--- src/rtl/key_counter_4_bits.sv ---
// Pushbutton front end for the BCD display path: synchronises, debounces and
// edge-detects three active-low keys, and keeps a wrapping 4-bit count.
module key_counter_4_bits #(
    parameter int unsigned DEBOUNCE_CYCLES = 500000,
    parameter logic [3:0]  RESET_VALUE     = 4'd0
) (
    input  logic       clk,
    input  logic       rst_n,
    input  logic       key_up_n,
    input  logic       key_down_n,
    input  logic       key_load_n,
    input  logic [3:0] sw,
    output logic [3:0] x,
    output logic       wrap
);
    localparam int unsigned KEYS   = 3;
    localparam int unsigned K_UP   = 0;
    localparam int unsigned K_DOWN = 1;
    localparam int unsigned K_LOAD = 2;
    localparam logic [19:0] CNT_LAST = 20'(DEBOUNCE_CYCLES - 1);

    logic [KEYS-1:0]       key_raw;
    logic [KEYS-1:0]       sync1_q;
    logic [KEYS-1:0]       sync2_q;
    logic [KEYS-1:0]       lvl_q;
    logic [KEYS-1:0]       lvl_d;
    logic [KEYS-1:0]       lvl_dly_q;
    logic [KEYS-1:0]       press_q;
    logic [KEYS-1:0]       press_d;
    logic [KEYS-1:0][19:0] cnt_q;
    logic [KEYS-1:0][19:0] cnt_d;
    logic [3:0]            sw_sync1_q;
    logic [3:0]            sw_sync2_q;
    logic [3:0]            x_q;
    logic [3:0]            x_d;
    logic                  wrap_q;
    logic                  wrap_d;

    assign key_raw = {key_load_n, key_down_n, key_up_n};

    // Any sample matching the accepted level restarts the stability interval.
    always_comb begin
        lvl_d = lvl_q;
        cnt_d = cnt_q;
        for (int k = 0; k < KEYS; k++) begin
            if (sync2_q[k] == lvl_q[k]) begin
                cnt_d[k] = 20'd0;
            end else if (cnt_q[k] == CNT_LAST) begin
                lvl_d[k] = sync2_q[k];
                cnt_d[k] = 20'd0;
            end else begin
                cnt_d[k] = cnt_q[k] + 20'd1;
            end
        end
    end

    // The delayed level copy lets the press pulse register one cycle after
    // the accepted 1->0 change, giving a fixed DEBOUNCE_CYCLES+3 latency.
    assign press_d = lvl_dly_q & ~lvl_q;

    always_comb begin
        x_d    = x_q;
        wrap_d = 1'b0;
        if (press_q[K_LOAD]) begin
            x_d = sw_sync2_q;
        end else if (press_q[K_UP] && !press_q[K_DOWN]) begin
            x_d    = x_q + 4'd1;
            wrap_d = (x_q == 4'hF);
        end else if (press_q[K_DOWN] && !press_q[K_UP]) begin
            x_d    = x_q - 4'd1;
            wrap_d = (x_q == 4'h0);
        end
    end

    always_ff @(posedge clk or negedge rst_n) begin
        if (!rst_n) begin
            sync1_q    <= '1;
            sync2_q    <= '1;
            lvl_q      <= '1;
            lvl_dly_q  <= '1;
            press_q    <= '0;
            cnt_q      <= '0;
            sw_sync1_q <= '0;
            sw_sync2_q <= '0;
            x_q        <= RESET_VALUE;
            wrap_q     <= 1'b0;
        end else begin
            sync1_q    <= key_raw;
            sync2_q    <= sync1_q;
            lvl_q      <= lvl_d;
            lvl_dly_q  <= lvl_q;
            press_q    <= press_d;
            cnt_q      <= cnt_d;
            sw_sync1_q <= sw;
            sw_sync2_q <= sw_sync1_q;
            x_q        <= x_d;
            wrap_q     <= wrap_d;
        end
    end

    assign x    = x_q;
    assign wrap = wrap_q;
endmodule

--- config.mk ---
export PLATFORM = sky130hd
export DESIGN_NAME = key_counter_4_bits
export DESIGN_NICKNAME = d
export VERILOG_FILES = /design/src/rtl/key_counter_4_bits.sv
export SDC_FILE = /design/constraint.sdc
export NUM_CORES = 1
export LEC_CHECK = 0
export BUFFER_PORTS_ARGS = -buffer_cell sky130_fd_sc_hd__buf_2
export CAP_MARGIN = 20
export CORE_ASPECT_RATIO = 0.8
export CORE_MARGIN = 10
export CORE_UTILIZATION = 35
export CTS_BUF_LIST = sky130_fd_sc_hd__clkbuf_8
export CTS_CLUSTER_SIZE = 16
export DETAILED_ROUTE_END_ITERATION = 6
export GPL_TIMING_DRIVEN = 0
export PLACE_DENSITY = 0.61
export SYNTH_ARGS = -nofsm -noshare
export SYNTH_HDL_FRONTEND = slang
export SYNTH_SLANG_ARGS = --single-unit
--- constraint.sdc ---
create_clock -name clk -period 2.85 [get_ports clk]
set_input_delay 0.57 -clock clk [delete_from_list [all_inputs] [get_ports clk]]
set_output_delay 0.57 -clock clk [all_outputs]
set_load 0.02 [all_outputs]
* Word level (Yosys, flattened, before mapping) *
Index checks and enable logic that the tools add are counted.

cells by class
  multiplexer cells = 12
  magnitude comparators = 0
  bitwise operators = 5
  reductions and logical operators = 9
  multiply operators = 0
  shifts and indexed selects = 0
  equality and inequality tests = 7
  $add $sub $neg = 5
  div/mod/pow operators = 0

operators with widths
  kind                     count
  $mux W20                 6
  $add A20 B1 Y20 const B  3
  $eq A20 B19 Y1 const B   3
  $mux W4                  3
  $reduce_and A2 Y1        3
  $add A4 B1 Y4 const B    1
  $eq A4 B4 Y1 const B     1
  $logic_not A4 Y1         1
  $sub A4 B1 Y4 const B    1
  $and A3 B3 Y3            1
  $eq A1 B1 Y1             3
  $mux W1                  3
  $not A1 Y1               3
  $not A3 Y3               1
  $reduce_bool A3 Y1       1
  $logic_and A1 B1 Y1      2
  $logic_not A1 Y1         2

word-level totals
  latch bits = 0
  memories = 0
  word-level logic and storage cells = 52
  bits in writable memories = 0
  output and inout bits = 5
  memory bits (read-only) = 0
  register bits = 88
  input bits = 9

* Logic depth before layout (Yosys ltp) *
Gate-level depths: netlist of the first run.

  depth in word-level cells = 5
  gate-level depth with buffers = 6
  gate-level depth less buffers = 6

* Least setup slack after synthesis of the first run *
Ideal clock, no wire load.

  path type = reg-to-reg
  from = register press_q[1]
  to = register x_q[3], in the netlist x[3]
  data required time = 2.726 ns
  path slack = 0.877 ns
  library setup time = 0.124 ns
  arrival = 1.849 ns
  cell stages (with the launch flop) = 7
  path through = dfrtp_1 -> nand2b_1 -> ha_1 -> a21o_1 -> a2111oi_0 -> a2111oi_0 -> a211o_1

on the way
  cells in the longest elaborated chain, start to end = 4

RTL lines
  element                   line  text
  start: declaration        28    logic [KEYS-1:0] press_q;
  start signal: assignment  92    press_q <= press_d;
  $logic_not A1 Y1          66    end else if (press_q[K_UP] && !press_q[K_DOWN]) begin
  $logic_and A1 B1 Y1       66
  $mux W4                   66
  $mux W4                   64    if (press_q[K_LOAD]) begin
  end signal: assignment    85    x_q <= RESET_VALUE;
  end signal: assignment    96    x_q <= x_d;
  end: declaration          34    logic [3:0] x_q;

Parallel ways exist; a longest one is shown, timed or not.
A chain may end at the register's enable or synchronous reset.

==> results of run 1 <==
==> power groups by stage <==
stage	clock, µW	sequential, µW	combinational [µW]
6_report	1060	1290	73.6
5_1_grt	1150	1290	87.1
4_1_cts	1100	1290	77.2
3_5_place_dp	0	1310	77.3
3_3_place_gp	0	1310	72.5
2_1_floorplan	0	1310	33.2
==> state kept, by name, indices dropped and copies added (netlist names) <==
name,flops
cnt_q,60
lvl_dly_q,3
lvl_q,3
press_q,3
sw_sync1_q,4
sw_sync2_q,4
sync1_q,3
sync2_q,3
wrap,1
x,4
==> through the flow <==
| step | worst slack [ns] | hold WS (ns) |
|---|---|---|
| after global routing | 0.337 | 0.266 |
| after CTS | 0.574 | 0.230 |
| after floorplan | 0.877 | 0.274 |
| after detailed placement | 0.590 | 0.336 |
| after global placement | 0.402 | 0.335 |
| final | 0.591 | 0.223 |
==> cells by family after synthesis <==
kind of cell	Yosys count	share of synthesized area, %
buffers and inverters	27	2.62
and+or+nand+nor	170	22.1
DFF	88	54.7
adders and majority gates	6	2.04
muxes	4	1.08
xor gates and xnor gates	40	8.64
AOI/OAI and AO/OA	54	8.82
==> worst max-delay path, stage by stage (launching register included) <==
cell     delay [ns]
dfrtp_1        0.45
nor4b_1        0.46
nand3_1        0.16
o31ai_2        0.65
buf_2          0.34
nor2_1         0.07
==> path summary, 6_finish.rpt <==
path / from / to / depth (start not counted)
hold / removal: rst_n / cnt_q[12] / 1
setup / recovery: cnt_q[6] / cnt_q[7] / 5
setup reg to reg: cnt_q[6] / cnt_q[7] / 5
min in group clk: key_up_n / sync1_q[0] / 1
hold reg to reg: sw_sync1_q[3] / sw_sync2_q[3] / 0
max in group asynchronous: rst_n / lvl_q[1] / 2
==> layout make-up <==
class / instances / area, µm² / share of cell area, %
inverters: 15 / 56.3 / 1.23
clock buffers: 11 / 151 / 3.30
flip-flops and latches: 88 / 2220 / 48.4
well taps: 148 / 185 / 4.04
multi-input cells: 274 / 1730 / 37.8
clock inverters: 5 / 103 / 2.24
repair buffers: 14 / 87.6 / 1.91
plain buffers: 12 / 50.0 / 1.09
==> routing by layer <==
metal  global-route usage [%]  up-vias
li1                         -     1437
met1                     12.6     1392
met2                     15.0       21
met3                     3.62        8
met4                     3.09        0
met5                        0        -
==> synth_stat cells, types with 2 or more instances <==
cell       number
a2111oi_0       2
inv_1          15
clkbuf_1        7
nand4_2         2
a21oi_1        19
nor4b_1         3
or2_1           2
o31ai_1         9
buf_2           3
nor2b_1         4
or3_1          17
nand2_1        22
and4_1          2
nand3_1        17
xor2_1         12
dfstp_2        12
nor4_1         16
o21ai_0        11
nor3_1          6
ha_1            5
and3_1          2
dfrtp_1        76
or4_1          12
nor2_1         50
mux2_1          2
xnor2_1        28
nand4_1        13
o21ai_1         3
==> metrics.md, run 1 <==
| Metric | Value |
|---|---|
| Core Box Area | `approximately 11000 µm²` |
| WL final | `around 7.4 mm` |
| Post-CTS Setup Bufs | `0` |
| Max Cap Violations | `0` |
| Critical setup path kind | `reg -> reg` |
| Met3 routed WL | `roughly 240 µm` |
| Worst R2R Setup Slack | `about 0.59 ns` |
| Detail Route Antenna Nets | `0` |
| Fin area | `between 4000 and 5000 µm²` |
| Post-synthesis instance total | `389` |
| Max VDD drop | `219 µV` |
| Filler cells | `1096` |
| Worst setup SP type | `flip-flop` |
| Leakage power | `around 0.0019 µW` |
| Clk pin slew, worst setup/hold paths | `roughly 0.09 ns` |
| Final hold vios | `0` |
| Clk root buf | `clkbuf_8` |
| Logic pwr share | `3.0%` |
| GR Util All Layers | `around 9.8%` |
| CP Capture Type | `flip-flop` |
| Crit path time final | `roughly 2.3 ns` |
| Syn Area/Cell | `about 10 µm²` |
| Sw power | `between 400 and 500 µW` |
| DRC viols | `0` |
| Initial Utilization | `between 30% and 40%` |
| Cell Pwr Density | `about 530 nW/µm²` |
| Crit-path max FO | `10` |
| Post-cts gate resize count | `0` |
| DR iter-0 viols | `108` |
| Register area share after synthesis | `~55%` |
| Share of cells above drive strength 1 | `~12%` |
| Most common cell after layout, fill and taps aside | `dfrtp_1` |
| Vias in the first global route | `between 2000 and 3000` |
| Mapped Area | `4060 µm²` |
| Final HPWL DP | `approximately 5.1 mm` |
| Top cells by area, synth | `dfrtp_1 47%, dfstp_2 7.8%, xnor2_1 6.0%` |
| Number of hold buffers added after cts | `0` |
| Asr flop ratio synth | `100%` |
| Part of the power in registers | `a little over half` |
| Fmax | `about 0.44 GHz` |
| First-pass GRT wire length | `around 13 mm` |
| Diode count | `0` |
| Vias after detailed routing | `around 2900` |
| Wl on met1 | `3.81 mm` |
| Cell-internal power | `1920 µW` |
| Worst skew pair latency | `between 0.3 and 0.4 ns` |
| # setup viols final | `0` |
| Setup TNS | `0 ns` |
| Avg WL per Cell | `13.0 µm` |
| Clk pwr share | `~44%` |
| Most frequent cells in the layout | `76 x dfrtp_1, 50 x nor2_1, 28 x xnor2_1` |
| Synth top area share | `approximately 47%` |
| Synth area leader | `dfrtp_1` |
| Seq cells post-synth | `88` |
| Worst hold path type | `in -> async` |
| Die area | `between 15000 and 20000 µm²` |
| Htree depth | `3` |
| Number of placed I/O pins | `14` |
| Grt ovf | `0` |
| Slew HR | `around 49%` |
| Final slew viol count | `0` |
| Least-Margin Pin Slew | `roughly 0.76 ns` |
| # port buffers | `13` |
| Site row count | `35` |
| Die Width | `between 100 and 150 µm` |
| TritonCTS clock tree | `done` |
| Tcrit/Tclk final | `79.3%` |
| Critical Path RT | `3.10 ns` |
| Met2 WL | `3.24 mm` |
| Placed instance area | `roughly 4300 µm²` |
| Top routing layer in use | `met4` |
| Drt pass-1 iters | `4` |
| EDFF count, synth | `0` |
| Largest net degree at the start of global routing | `just under 50` |
| Clock Path Buffers | `2` |
| RSZ-0062 raised after global routing | `no` |
| CTS sink cnt | `88` |
| Syn_nets | `404` |
| Final Net Count | `429` |
| Area delta synth->final | `13.0%` |
| Worst clock skew | `around 0.0063 ns` |
| Final Non-Filler Cells | `about 570` |
| Clock buffer count from CTS | `9` |
| Final core utilization | `between 40% and 50%` |
| Most frequently used flop master after synthesis | `dfrtp_1` |
| Via/cell ratio | `5.04` |
| Switching Fraction | `about a fifth` |
| Yosys warns | `0` |
| Die Span Y | `around 120 µm` |
| Outcome | `finished, final reports clean` |
| Placed insts | `around 550` |
| Critical path arrival | `about 2.5 ns` |
| Post-synthesis cell type count | `45` |
| GPL Wtd Cong | `0.812` |
| Overall Power | `roughly 2400 µW` |
| Initial antenna violation count | `0` |
No activity file was read; power rests on OpenSTA's default activity.
==> run 2, diff against run 1 <==
Clock period 2.85 ns to 2.2 ns, I/O delays scaled along.
==> metrics.md, run 2 (synthesis gave the netlist of run 1 again) <==
| Metric | Value |
|---|---|
| Crit-path max FO | `7 (was 10)` |
| Most common cell after layout, fill and taps aside | `dfrtp_1 (unchanged)` |
| Setup TNS | `0 ns (unchanged)` |
| Htree depth | `3 (unchanged)` |
| Site row count | `35 (unchanged)` |
| RSZ-0062 raised after global routing | `no (unchanged)` |
| WL final | `7.45 mm (was 7.38 mm)` |
| Max stage delay cell, worst path | `or4_1 (was o31ai_2)` |
| Die Width | `140 µm (unchanged)` |
| Worst skew pair latency | `0.36 ns (about the same)` |
| Clk pwr share | `43.6% (was 43.8%)` |
| Share of cells above drive strength 1 | `14.4% (was 12.4%)` |
| Filler cells | `1092 (was 1096)` |
| Worst hold path type | `in -> async (unchanged)` |
| GR Util All Layers | `9.82% (unchanged)` |
| Max reg flops | `60 (unchanged)` |
| CTS sink cnt | `88 (unchanged)` |
| Max Cap Violations | `0 (unchanged)` |
| Cell Pwr Density | `675 nW/µm² (was 529 nW/µm²)` |
| Final hold vios | `0 (unchanged)` |
| Avg WL per Cell | `13.0 µm (about the same)` |
| Initial Utilization | `35.5% (unchanged)` |
| GPL Wtd Cong | `0.812 (unchanged)` |
| FF+latch area | `2220 µm² (about the same)` |
| Worst reg2reg path endpoint | `cnt_q[38] (was cnt_q[7])` |
| Part of the power in registers | `53.0% (was 53.1%)` |
| Drt pass-1 iters | `4 (unchanged)` |
| Detail Route Antenna Nets | `0 (unchanged)` |
| Fmax | `0.481 GHz (was 0.443 GHz)` |
| Vias after detailed routing | `2897 (was 2858)` |
| Core Box Area | `11400 µm² (unchanged)` |
| Crit path cell chain | `ha_2, nand4_4, or3_1, clkbuf_2, or4_1, a21oi_1 (was nor4b_1, nand3_1, o31ai_2, buf_2, nor2_1)` |
| CP bufs+invs | `1 (unchanged)` |
| Initial antenna violation count | `0 (unchanged)` |
| Switching Fraction | `20.5% (was 20.6%)` |
| Clock buffer count from CTS | `9 (unchanged)` |
| Die area | `16300 µm² (unchanged)` |
| Area delta synth->final | `14.9% (was 13.0%)` |
| Sw power | `645 µW (was 498 µW)` |
| TritonCTS clock tree | `done (unchanged)` |
| Outcome | `finished, final reports clean (unchanged)` |
| Critical Path RT | `2.48 ns (was 3.10 ns)` |
| CP Capture Type | `flip-flop (unchanged)` |
| Worst clock skew | `0.00672 ns (was 0.00632 ns)` |
| Clk root buf | `clkbuf_8 (unchanged)` |
| Final HPWL DP | `5.12 mm (unchanged)` |
| Worst reg2reg path startpoint | `cnt_q[20] (was cnt_q[6])` |
| Number of placed I/O pins | `14 (unchanged)` |
| # setup viols final | `0 (unchanged)` |
| Worst R2R Setup Slack | `0.12 ns (was 0.59 ns)` |
| DRC viols | `0 (unchanged)` |
| Area of the multi-input gates | `1770 µm² (was 1730 µm²)` |
| Most frequent cells in the layout | `75 x dfrtp_1, 50 x nor2_1, 28 x xnor2_1 (was 76 x dfrtp_1, 50 x nor2_1, 28 x xnor2_1)` |
| Worst stage delay on the critical path | `0.47 ns (was 0.65 ns)` |
| Critical setup path kind | `reg -> reg (unchanged)` |
| Register with the most flip-flops | `cnt_q (unchanged)` |
| Diode count | `0 (unchanged)` |
| Final Net Count | `434 (was 429)` |
| Worst reg-to-reg path cell count | `6 (was 5)` |
| Via/cell ratio | `5.06 (was 5.04)` |
| Die Span Y | `116 µm (unchanged)` |
| Worst setup SP type | `flip-flop (unchanged)` |
| Grt ovf | `0 (unchanged)` |
| # port buffers | `13 (unchanged)` |
| Slew HR | `58.7% (was 49.0%)` |
| Largest net degree at the start of global routing | `49 (unchanged)` |
| Leakage power | `0.00187 µW (was 0.00185 µW)` |
| Hold slack | `0.0974 ns (was 0.223 ns)` |
| Tcrit/Tclk final | `94.5% (was 79.3%)` |
| Top Family by Delay on Critical Path | `simple AND/OR/NAND/NOR gates (unchanged)` |
| Vias in the first global route | `2837 (was 2838)` |
| DR iter-0 viols | `112 (was 108)` |
| First-pass GRT wire length | `13.3 mm (about the same)` |
| Cell-internal power | `2500 µW (was 1920 µW)` |
| Final slew viol count | `0 (unchanged)` |
| Least-Margin Pin Slew | `0.619 ns (was 0.761 ns)` |
| Number of hold buffers added after cts | `0 (unchanged)` |
| Critical path arrival | `2.36 ns (was 2.50 ns)` |
| Logic pwr share | `3.3% (was 3.0%)` |
| Crit path time final | `2.08 ns (was 2.26 ns)` |
| Max VDD drop | `281 µV (was 219 µV)` |
| Clock Path Buffers | `2 (unchanged)` |
| Clk pin slew, worst setup/hold paths | `0.09 ns (about the same)` |
==> run 2: cell types whose count changed in the layout (fill, tap and decap cells not counted), moves of 2 or more <==
cell	change
buf_4	+5
nand4_2	-2
a2111oi_0	-2
nand4_4	+2
ha_2	+2
ha_1	-2
==> run 2: cell type report <==
class | instances | area share, %
sequential | 88 | 47.6
multi-input combinational | 274 | 38.0
tap | 148 | 3.97
clock buffer | 11 | 3.25
timing repair buffer | 19 | 2.68
clock inverter | 5 | 2.20
inverter | 15 | 1.21
buffer | 12 | 1.07
==> run 2: metrics by stage <==
step / cells / total power (µW) / util [%] / area, µm² / worst slack [ns]
floorplan: 389 / 1740 / - / 4060 / 0.227
global placement: 550 / 1790 / 37.7 / 4310 / -0.118
detailed placement: 551 / 1800 / 37.9 / 4330 / -0.0599
CTS: 567 / 3190 / 40.3 / 4600 / 0.00685
global route: 572 / 3280 / 40.8 / 4660 / 0.00459
finish: 572 / 3150 / 40.8 / 4660 / 0.122
==> run 2: worst max-delay path by stage <==
stage,slack (ns),depth (start not counted),endpoint,startpoint
2_1_floorplan,0.23,6,x[3],press_q[1]
3_3_place_gp,-0.12,1,cnt_q[39],rst_n
3_5_place_dp,-0.06,5,cnt_q[9],cnt_q[10]
4_1_cts,0.007,6,x[3],press_q[1]
5_1_grt,0.005,5,cnt_q[18],cnt_q[0]
6_report,0.12,6,cnt_q[38],cnt_q[20]
==> run 2: timing repair <==
action,in CTS,in global routing
setup endpoints to repair,12,25
buffers inserted,0,5
hold endpoints to repair,0,0
pin swaps,0,4
resized for setup,2,7
==> run 2: metal layers <==
metal / GRT usage (%) / vias up / wire [µm]
met4: 3.09 / 0 / 97
met3: 3.62 / 8 / 237
met5: 0 / - / 0
met1: 12.6 / 1401 / 3850
met2: 15.0 / 34 / 3260
li1: - / 1454 / -
==> run 2: power by group through the flow <==
stage | sequential (µW) | combinational, µW | clock (µW)
6_report | 1670 | 105 | 1370
5_1_grt | 1670 | 123 | 1490
4_1_cts | 1670 | 101 | 1420
3_5_place_dp | 1700 | 100 | 0
3_3_place_gp | 1700 | 93.9 | 0
2_1_floorplan | 1690 | 43.0 | 0
